$ cat src/rtl/phase_sequencer.sv
// Instruction phase sequencer: steps FETCH/DECODE/EXECUTE/UPDATE with minimum phase
// length, WAIT stretching of FETCH/EXECUTE, run/step/halt control and a retired count.
module phase_sequencer #(
    parameter int unsigned PHASE_LEN = 1,
    parameter int unsigned ICNT_W    = 16
) (
    input  logic              CLK,
    input  logic              RST,
    input  logic              RUN,
    input  logic              STEP,
    input  logic              HALT_REQ,
    input  logic              WAIT,
    output logic [1:0]        PH,
    output logic              PH_STROBE,
    output logic              BUSY,
    output logic              INSTR_DONE,
    output logic [ICNT_W-1:0] ICNT
);

    localparam int unsigned CNT_W = 4;
    localparam logic [CNT_W-1:0] CNT_LAST = CNT_W'(PHASE_LEN - 1);

    typedef enum logic {
        IDLE,
        ACTIVE
    } state_t;

    typedef enum logic [1:0] {
        FETCH   = 2'd0,
        DECODE  = 2'd1,
        EXECUTE = 2'd2,
        UPDATE  = 2'd3
    } phase_t;

    state_t            state_q, state_d;
    phase_t            ph_q, ph_d;
    logic [CNT_W-1:0]  cnt_q, cnt_d;
    logic              halt_q, halt_d;
    logic              step_q, step_d;
    logic              strobe_q, strobe_d;
    logic              busy_q, busy_d;
    logic [ICNT_W-1:0] icnt_q, icnt_d;

    logic last_cycle;
    logic stretch;
    logic boundary;

    assign last_cycle = (cnt_q == CNT_LAST);
    assign stretch    = WAIT && ((ph_q == FETCH) || (ph_q == EXECUTE));
    assign boundary   = (state_q == ACTIVE) && (ph_q == UPDATE) && last_cycle;

    // State register; idle parks on EXECUTE so the downstream controller enables nothing
    always_ff @(posedge CLK) begin
        if (RST) begin
            state_q  <= IDLE;
            ph_q     <= EXECUTE;
            cnt_q    <= '0;
            halt_q   <= 1'b0;
            step_q   <= 1'b0;
            strobe_q <= 1'b0;
            busy_q   <= 1'b0;
            icnt_q   <= '0;
        end else begin
            state_q  <= state_d;
            ph_q     <= ph_d;
            cnt_q    <= cnt_d;
            halt_q   <= halt_d;
            step_q   <= step_d;
            strobe_q <= strobe_d;
            busy_q   <= busy_d;
            icnt_q   <= icnt_d;
        end
    end

    // Next-state and registered-output decode
    always_comb begin
        state_d  = state_q;
        ph_d     = ph_q;
        cnt_d    = cnt_q;
        halt_d   = halt_q;
        step_d   = step_q;
        strobe_d = 1'b0;
        busy_d   = busy_q;
        icnt_d   = icnt_q;

        case (state_q)
            IDLE: begin
                if (RUN || STEP) begin
                    state_d  = ACTIVE;
                    ph_d     = FETCH;
                    cnt_d    = '0;
                    strobe_d = 1'b1;
                    busy_d   = 1'b1;
                    step_d   = STEP && !RUN;
                end
            end
            ACTIVE: begin
                halt_d = halt_q || HALT_REQ;
                if (!last_cycle) begin
                    cnt_d = cnt_q + CNT_W'(1);
                end else if (!stretch) begin
                    cnt_d = '0;
                    if (ph_q == UPDATE) begin
                        icnt_d = icnt_q + ICNT_W'(1);
                        if (halt_q || HALT_REQ || step_q || !RUN) begin
                            state_d = IDLE;
                            ph_d    = EXECUTE;
                            busy_d  = 1'b0;
                            halt_d  = 1'b0;
                            step_d  = 1'b0;
                        end else begin
                            ph_d     = FETCH;
                            strobe_d = 1'b1;
                        end
                    end else begin
                        ph_d     = phase_t'(ph_q + 2'd1);
                        strobe_d = 1'b1;
                    end
                end
            end
            default: begin
                state_d = IDLE;
            end
        endcase
    end

    assign PH         = ph_q;
    assign PH_STROBE  = strobe_q;
    assign BUSY       = busy_q;
    assign ICNT       = icnt_q;
    assign INSTR_DONE = boundary;

endmodule

$ cat config.mk
export PLATFORM = sky130hd
export DESIGN_NAME = phase_sequencer
export DESIGN_NICKNAME = d
export VERILOG_FILES = /design/src/rtl/phase_sequencer.sv
export SDC_FILE = /design/constraint.sdc
export NUM_CORES = 1
export LEC_CHECK = 0
export ABC_AREA = 1
export CORE_UTILIZATION = 38
export CTS_CLUSTER_SIZE = 25
export DETAILED_ROUTE_END_ITERATION = 10
export PLACE_DENSITY_LB_ADDON = 0.15
export SKIP_CTS_REPAIR_TIMING = 1
export SLEW_MARGIN = 20
export SYNTH_ARGS = -nofsm -noshare
export SYNTH_HDL_FRONTEND = slang
export SYNTH_SLANG_ARGS = --single-unit
$ cat constraint.sdc
create_clock -name CLK -period 2.3 [get_ports CLK]
set_input_delay 0.23 -clock CLK [delete_from_list [all_inputs] [get_ports CLK]]
set_output_delay 0.23 -clock CLK [all_outputs]
set_load 0.005 [all_outputs]
==> impl_metrics.ini, run 1 <==
[timing]
finClkSkew_ps = 6.89
min_period_over_period_pct = 86.6
setup_tns_ps = 0
rsz0062_at_grt = no
hold_viol = 0
tightest_slew_ps = 428
setup_violations = 0
setup_slack_ps = 308
clock.fmax_mhz = 502
drv_slew = 0
layout_min_cycle_time_ps = 1990
max_slew_margin_pct = 71.5

[placement]
pre_cts_slack_ps = 477
hpwl_um = 2260
placed_cells = 283
port_buffers = 26
place_area_um2 = 1770
gp_congestion = 0.779

[critical_path]
r2r_slack_ps = 460
rr_startpoint = PH[1]$_SDFFE_PP1P_
path_delay_family = buffers and inverters
r2r.worst_path.cells = 9
cpMaxStageDelayCell = clkdlybuf4s50_1
worst-path-buf-inv = 1
cp.required_ps = 2070
crit_type = flip-flop to primary output
critPathCaptureType = primary output
path_cells = ha_1 -> nand3_2 -> nor2_1 -> clkdlybuf4s50_1
crit_arrival_ps = 1760
max_stage_delay_ps = 510
crit_path_start_kind = flip-flop
worstPathMaxFanout = 5
r2r-end = ICNT[15]$_SDFFE_PP0P_

[hold_path]
worstHoldPathType = flip-flop to flip-flop
hold_end = step_q$_SDFFE_PP0P_
whs_path_depth = 2
hp-start = step_q$_SDFFE_PP0P_

[power_and_ir_drop]
cellInternalPower_uw = 669
switching_share_pct = 26.1
pwr-share-clk_pct = 30.2
share_comb_of_total_power_pct = 14.6
p_switching_uw = 237
ir_worst_vdd_v = 0.000411
power.density_nw_per_um2 = 499
p_leak_nw = 0.706
power_frac_seq_pct = 55.2

[yosys]
yosysMostFrequentCell = nand2_1
syn_nets = 224
netlist_top_cells_count = 54 x nand2_1, 30 x nor2_1, 27 x dfxtp_1
yosys.area.top_type_share_pct = 36.8
synth_edf_count = 0
ys_seq_area_share_pct = 36.8
synth_area_per_cell_um2 = 6.93
yosys.area.top_type = dfxtp_1
synthArstFlopShare_pct = 0
yosysWarnings = 0
synth_cells = 212
synth_top_flop_cell = dfxtp_1
synth-seq-cells = 27
ys_types = 29
synth.area.top_cells = dfxtp_1 37%, nand2_1 14%, nor2_1 7.7%
synth_area_um2 = 1470

[floorplan]
die_width_um = 64.2
rows = 22
io_pins = 27
fp.coreArea_um2 = 3690
initial_core_util_pct = 39.8
die_y_um = 64.2
dieArea_um2 = 4120

[global_routing]
antenna_found_initial = 0
grt_max_degree = 18
grt_pass1_vias = 1234
grt_first_pass_wirelength_um = 5350
grt_overflow = 0
gr-usage-all-layers_pct = 16.2

[layout]
design_area_um2 = 1820
num_antenna_cells = 0
fillers = 388
nets = 252
drive_gt1_share_pct = 7.53
syn2layout_area_growth_pct = 23.6
finalCoreUtilization_pct = 49.2
final-instance-count-excl-fill = 287

[cts]
numClockSinks = 27
insertion_delay_ps = 270
cts_tree = yes
cts_buffers = 3
cts_max_path_buffers = 2
root_buffer = clkbuf_8
path_clk_slew_ps = 90
htree_levels = 1

[detailed_routing]
drt_iter0_markers = 89
wl_per_cell_um = 10.5
vias = 1346
viasPerCell = 4.69
drc = 0
first_pass_iters = 6
wl_um = 3030
detail-route-antenna-nets = 0

[status]
run_status = finished clean

[job]
maxCapViolations = 0
==> power groups by stage <==
stage               Sequential (mW)  Clock, mW  Combinational [mW]
finish                        0.500      0.274               0.132
CTS                           0.500      0.288               0.133
detailed placement            0.510          0               0.133
global placement              0.510          0               0.133
global route                  0.503      0.312               0.148
floorplan                     0.506          0              0.0857
==> cell families (layout without fill, tap and decap cells) <==
group / after synthesis / in the layout / share of synthesized area (%)
AOI/OAI and AO/OA: 30 / 30 / 12.4
xor gates and xnor gates: 6 / 6 / 3.58
adders and majority gates: 6 / 6 / 5.11
buffers and inverters: 29 / 56 / 8.18
DFF: 27 / 27 / 36.8
and+or+nand+nor: 114 / 114 / 33.9
==> registers in the layout, indices dropped and copies added (netlist names) <==
| name | cells |
|---|---|
| PH_STROBE | 1 |
| cnt_q | 4 |
| step_q | 1 |
| BUSY | 1 |
| state_q | 1 |
| ICNT | 16 |
| halt_q | 1 |
| PH | 2 |
==> placed cells by master (no fill, tap or decap), drive strengths merged <==
cell type,instances
inv,25
nand3,14
nor2,32
or2,1
nand4,5
o21ai,10
a211oi,1
nor3,4
o21bai,3
clkbuf,4
xnor2,1
dfxtp,27
ha,6
xor2,5
clkdlybuf4s50,26
a21oi,16
nand2,58
buf,1
==> worst max path at each step <==
stage,from,endpoint,slack (ps),cells after the start
6_report,PH[1]$_SDFFE_PP1P_,INSTR_DONE,310,4
5_1_grt,PH[1]$_SDFFE_PP1P_,INSTR_DONE,240,4
4_1_cts,PH[1]$_SDFFE_PP1P_,INSTR_DONE,320,4
3_5_place_dp,PH[0]$_SDFFE_PP0P_,ICNT[15]$_SDFFE_PP0P_,480,9
3_3_place_gp,PH[0]$_SDFFE_PP0P_,ICNT[15]$_SDFFE_PP0P_,500,9
2_1_floorplan,PH[0]$_SDFFE_PP0P_,ICNT[3]$_SDFFE_PP0P_,730,9
==> final cells by class <==
class | count | area, µm² | share of cell area, %
clock buffers | 4 | 45.0 | 2.48
inverters | 25 | 93.8 | 5.17
multi-input cells | 156 | 808 | 44.5
flip-flops and latches | 27 | 541 | 29.8
well taps | 48 | 60.1 | 3.31
repair buffers | 27 | 268 | 14.7
==> tightest hold or removal path: stages, from the launching register on <==
cell and delay (ps):
dfxtp_1 320, nand2_1 60, a21oi_1 50
==> per-stage QoR <==
step	hold slack, ps	power, mW
after floorplan	299	0.591
after global placement	452	0.643
after detailed placement	452	0.643
after CTS	470	0.921
after global routing	487	0.963
final	470	0.906
==> metal layers <==
metal  up-vias  global-route usage [%]  routed length [µm]
li1        727                       -                   -
met1       583                    20.6                1560
met2        32                    27.5                1330
met3         4                    3.75                 109
met4         0                    3.61                  28
met5         -                       0                   0
Power figures use the tool's default switching activity.
==> inputs of run 2 (changes only) <==
--- a/config.mk
+++ b/config.mk
@@ -6,7 +6,7 @@
 export NUM_CORES = 1
 export LEC_CHECK = 0
 export ABC_AREA = 1
-export CORE_UTILIZATION = 38
+export CORE_UTILIZATION = 40
 export CTS_CLUSTER_SIZE = 25
 export DETAILED_ROUTE_END_ITERATION = 10
 export PLACE_DENSITY_LB_ADDON = 0.15
==> run 2 against run 1 <==
Net effect: clock power decreased by 26%; routed wire length decreased by 3.2%; worst hold slack improved by 9.2 ps; flip-flop and latch count unchanged; critical endpoint unchanged; worst setup slack improved by 4.7 ps; total power decreased by 8.0%; via count increased by 0.59%; critical path depth unchanged; global-route usage about the same; largest cell class unchanged.
==> impl_metrics.ini, run 2 (synthesis results as in run 1) <==
[cts]
path_clk_slew_ps = 140
cts_tree = yes
root_buffer = clkbuf_4
cts_buffers = 3
numClockSinks = 27
insertion_delay_ps = 320
cts_max_path_buffers = 2
htree_levels = 1

[critical_path]
worstPathMaxFanout = 5
cp.required_ps = 2070
path_delay_family = buffers and inverters
max_stage_delay_ps = 510
cpMaxStageDelayCell = clkdlybuf4s50_1
crit_path_start_kind = flip-flop
crit_type = flip-flop to primary output
worst-path-buf-inv = 1
crit_arrival_ps = 1760
critPathCaptureType = primary output
path_cells = ha_1 -> nand3_2 -> nor2_1 -> clkdlybuf4s50_1

[floorplan]
fp.coreArea_um2 = 3420
die_width_um = 62.6
initial_core_util_pct = 43.0
io_pins = 27
dieArea_um2 = 3920
die_y_um = 62.6
rows = 21

[timing]
clock.fmax_mhz = 503
layout_min_cycle_time_ps = 1990
hold_viol = 0
timing.hold.ws_ps = 479
setup_violations = 0
min_period_over_period_pct = 86.4
setup_tns_ps = 0
finClkSkew_ps = 5.53
setup_slack_ps = 313
drv_slew = 0
tightest_slew_ps = 408
max_slew_margin_pct = 72.7
rsz0062_at_grt = no

[detailed_routing]
drc = 0
drt_iter0_markers = 67
wl_per_cell_um = 10.3
viasPerCell = 4.75
vias = 1354
first_pass_iters = 4
wl_um = 2930
detail-route-antenna-nets = 0

[status]
run_status = finished clean

[layout]
nets = 252
num_antenna_cells = 0
final_common_cell = nand2_1
final_cell_mix = 54 x nand2_1, 30 x nor2_1, 27 x dfxtp_1
drive_gt1_share_pct = 7.53
largest_register_ffs = 16
syn2layout_area_growth_pct = 22.1

[placement]
gp_congestion = 0.791
pre_cts_slack_ps = 480
hpwl_um = 2230
port_buffers = 26

[global_routing]
grt_max_degree = 18
grt_pass1_vias = 1229
antenna_found_initial = 0
grt_overflow = 0
gr-usage-all-layers_pct = 16.2
grt_first_pass_wirelength_um = 5200

[hold_path]
worstHoldPathType = flip-flop to flip-flop

[power_and_ir_drop]
ir_worst_vdd_v = 0.000207
power.density_nw_per_um2 = 465
p_leak_nw = 0.699
finalPower_uw = 833

[job]
maxCapViolations = 0
==> run 2: path summary, 6_finish.rpt <==
path | start | endpoint | slack, ps | cells past startpoint
setup / recovery | PH[1]$_SDFFE_PP1P_ | INSTR_DONE | 310 | 4
hold / removal | step_q$_SDFFE_PP0P_ | step_q$_SDFFE_PP0P_ | 480 | 2
setup reg to reg | PH[1]$_SDFFE_PP1P_ | ICNT[15]$_SDFFE_PP0P_ | 440 | 9
hold reg to reg | step_q$_SDFFE_PP0P_ | step_q$_SDFFE_PP0P_ | 480 | 2
==> run 2: routing by layer <==
layer	GRT usage [%]	wire length, µm	vias up
met4	5.81	25	0
met5	0	0	-
met2	27.3	1380	21
li1	-	-	729
met1	20.7	1440	602
met3	2.55	81	2
==> run 2: through the flow <==
step	area, µm²	utilization [%]	cells
finish	1790	52.5	285
global route	1790	52.5	285
CTS	1790	52.5	285
detailed placement	1770	51.8	281
global placement	1770	51.8	281
floorplan	1470	-	212
==> run 2: power breakdown <==
group | total [mW] | internal (mW) | switching (mW)
Clock | 0.203 | 0.0678 | 0.135
Sequential | 0.500 | 0.484 | 0.0164
Combinational | 0.130 | 0.0615 | 0.0689
==> run 2: tightest hold or removal path: cells and delay by family, from the launching register on <==
family | cells | cell delay [ps]
DFF | 1 | 340
and+or+nand+nor | 1 | 60
AOI/OAI and AO/OA | 1 | 50
==> run 2: final cells by class <==
| class | count | area (µm²) |
|---|---|---|
| Sequential cell | 27 | 541 |
| Timing Repair Buffer | 27 | 268 |
| Tap cell | 46 | 57.6 |
| Inverter | 25 | 93.8 |
| Clock buffer | 4 | 26.3 |
| Multi-Input combinational cell | 156 | 808 |
| Fill cell | 356 | 1620 |
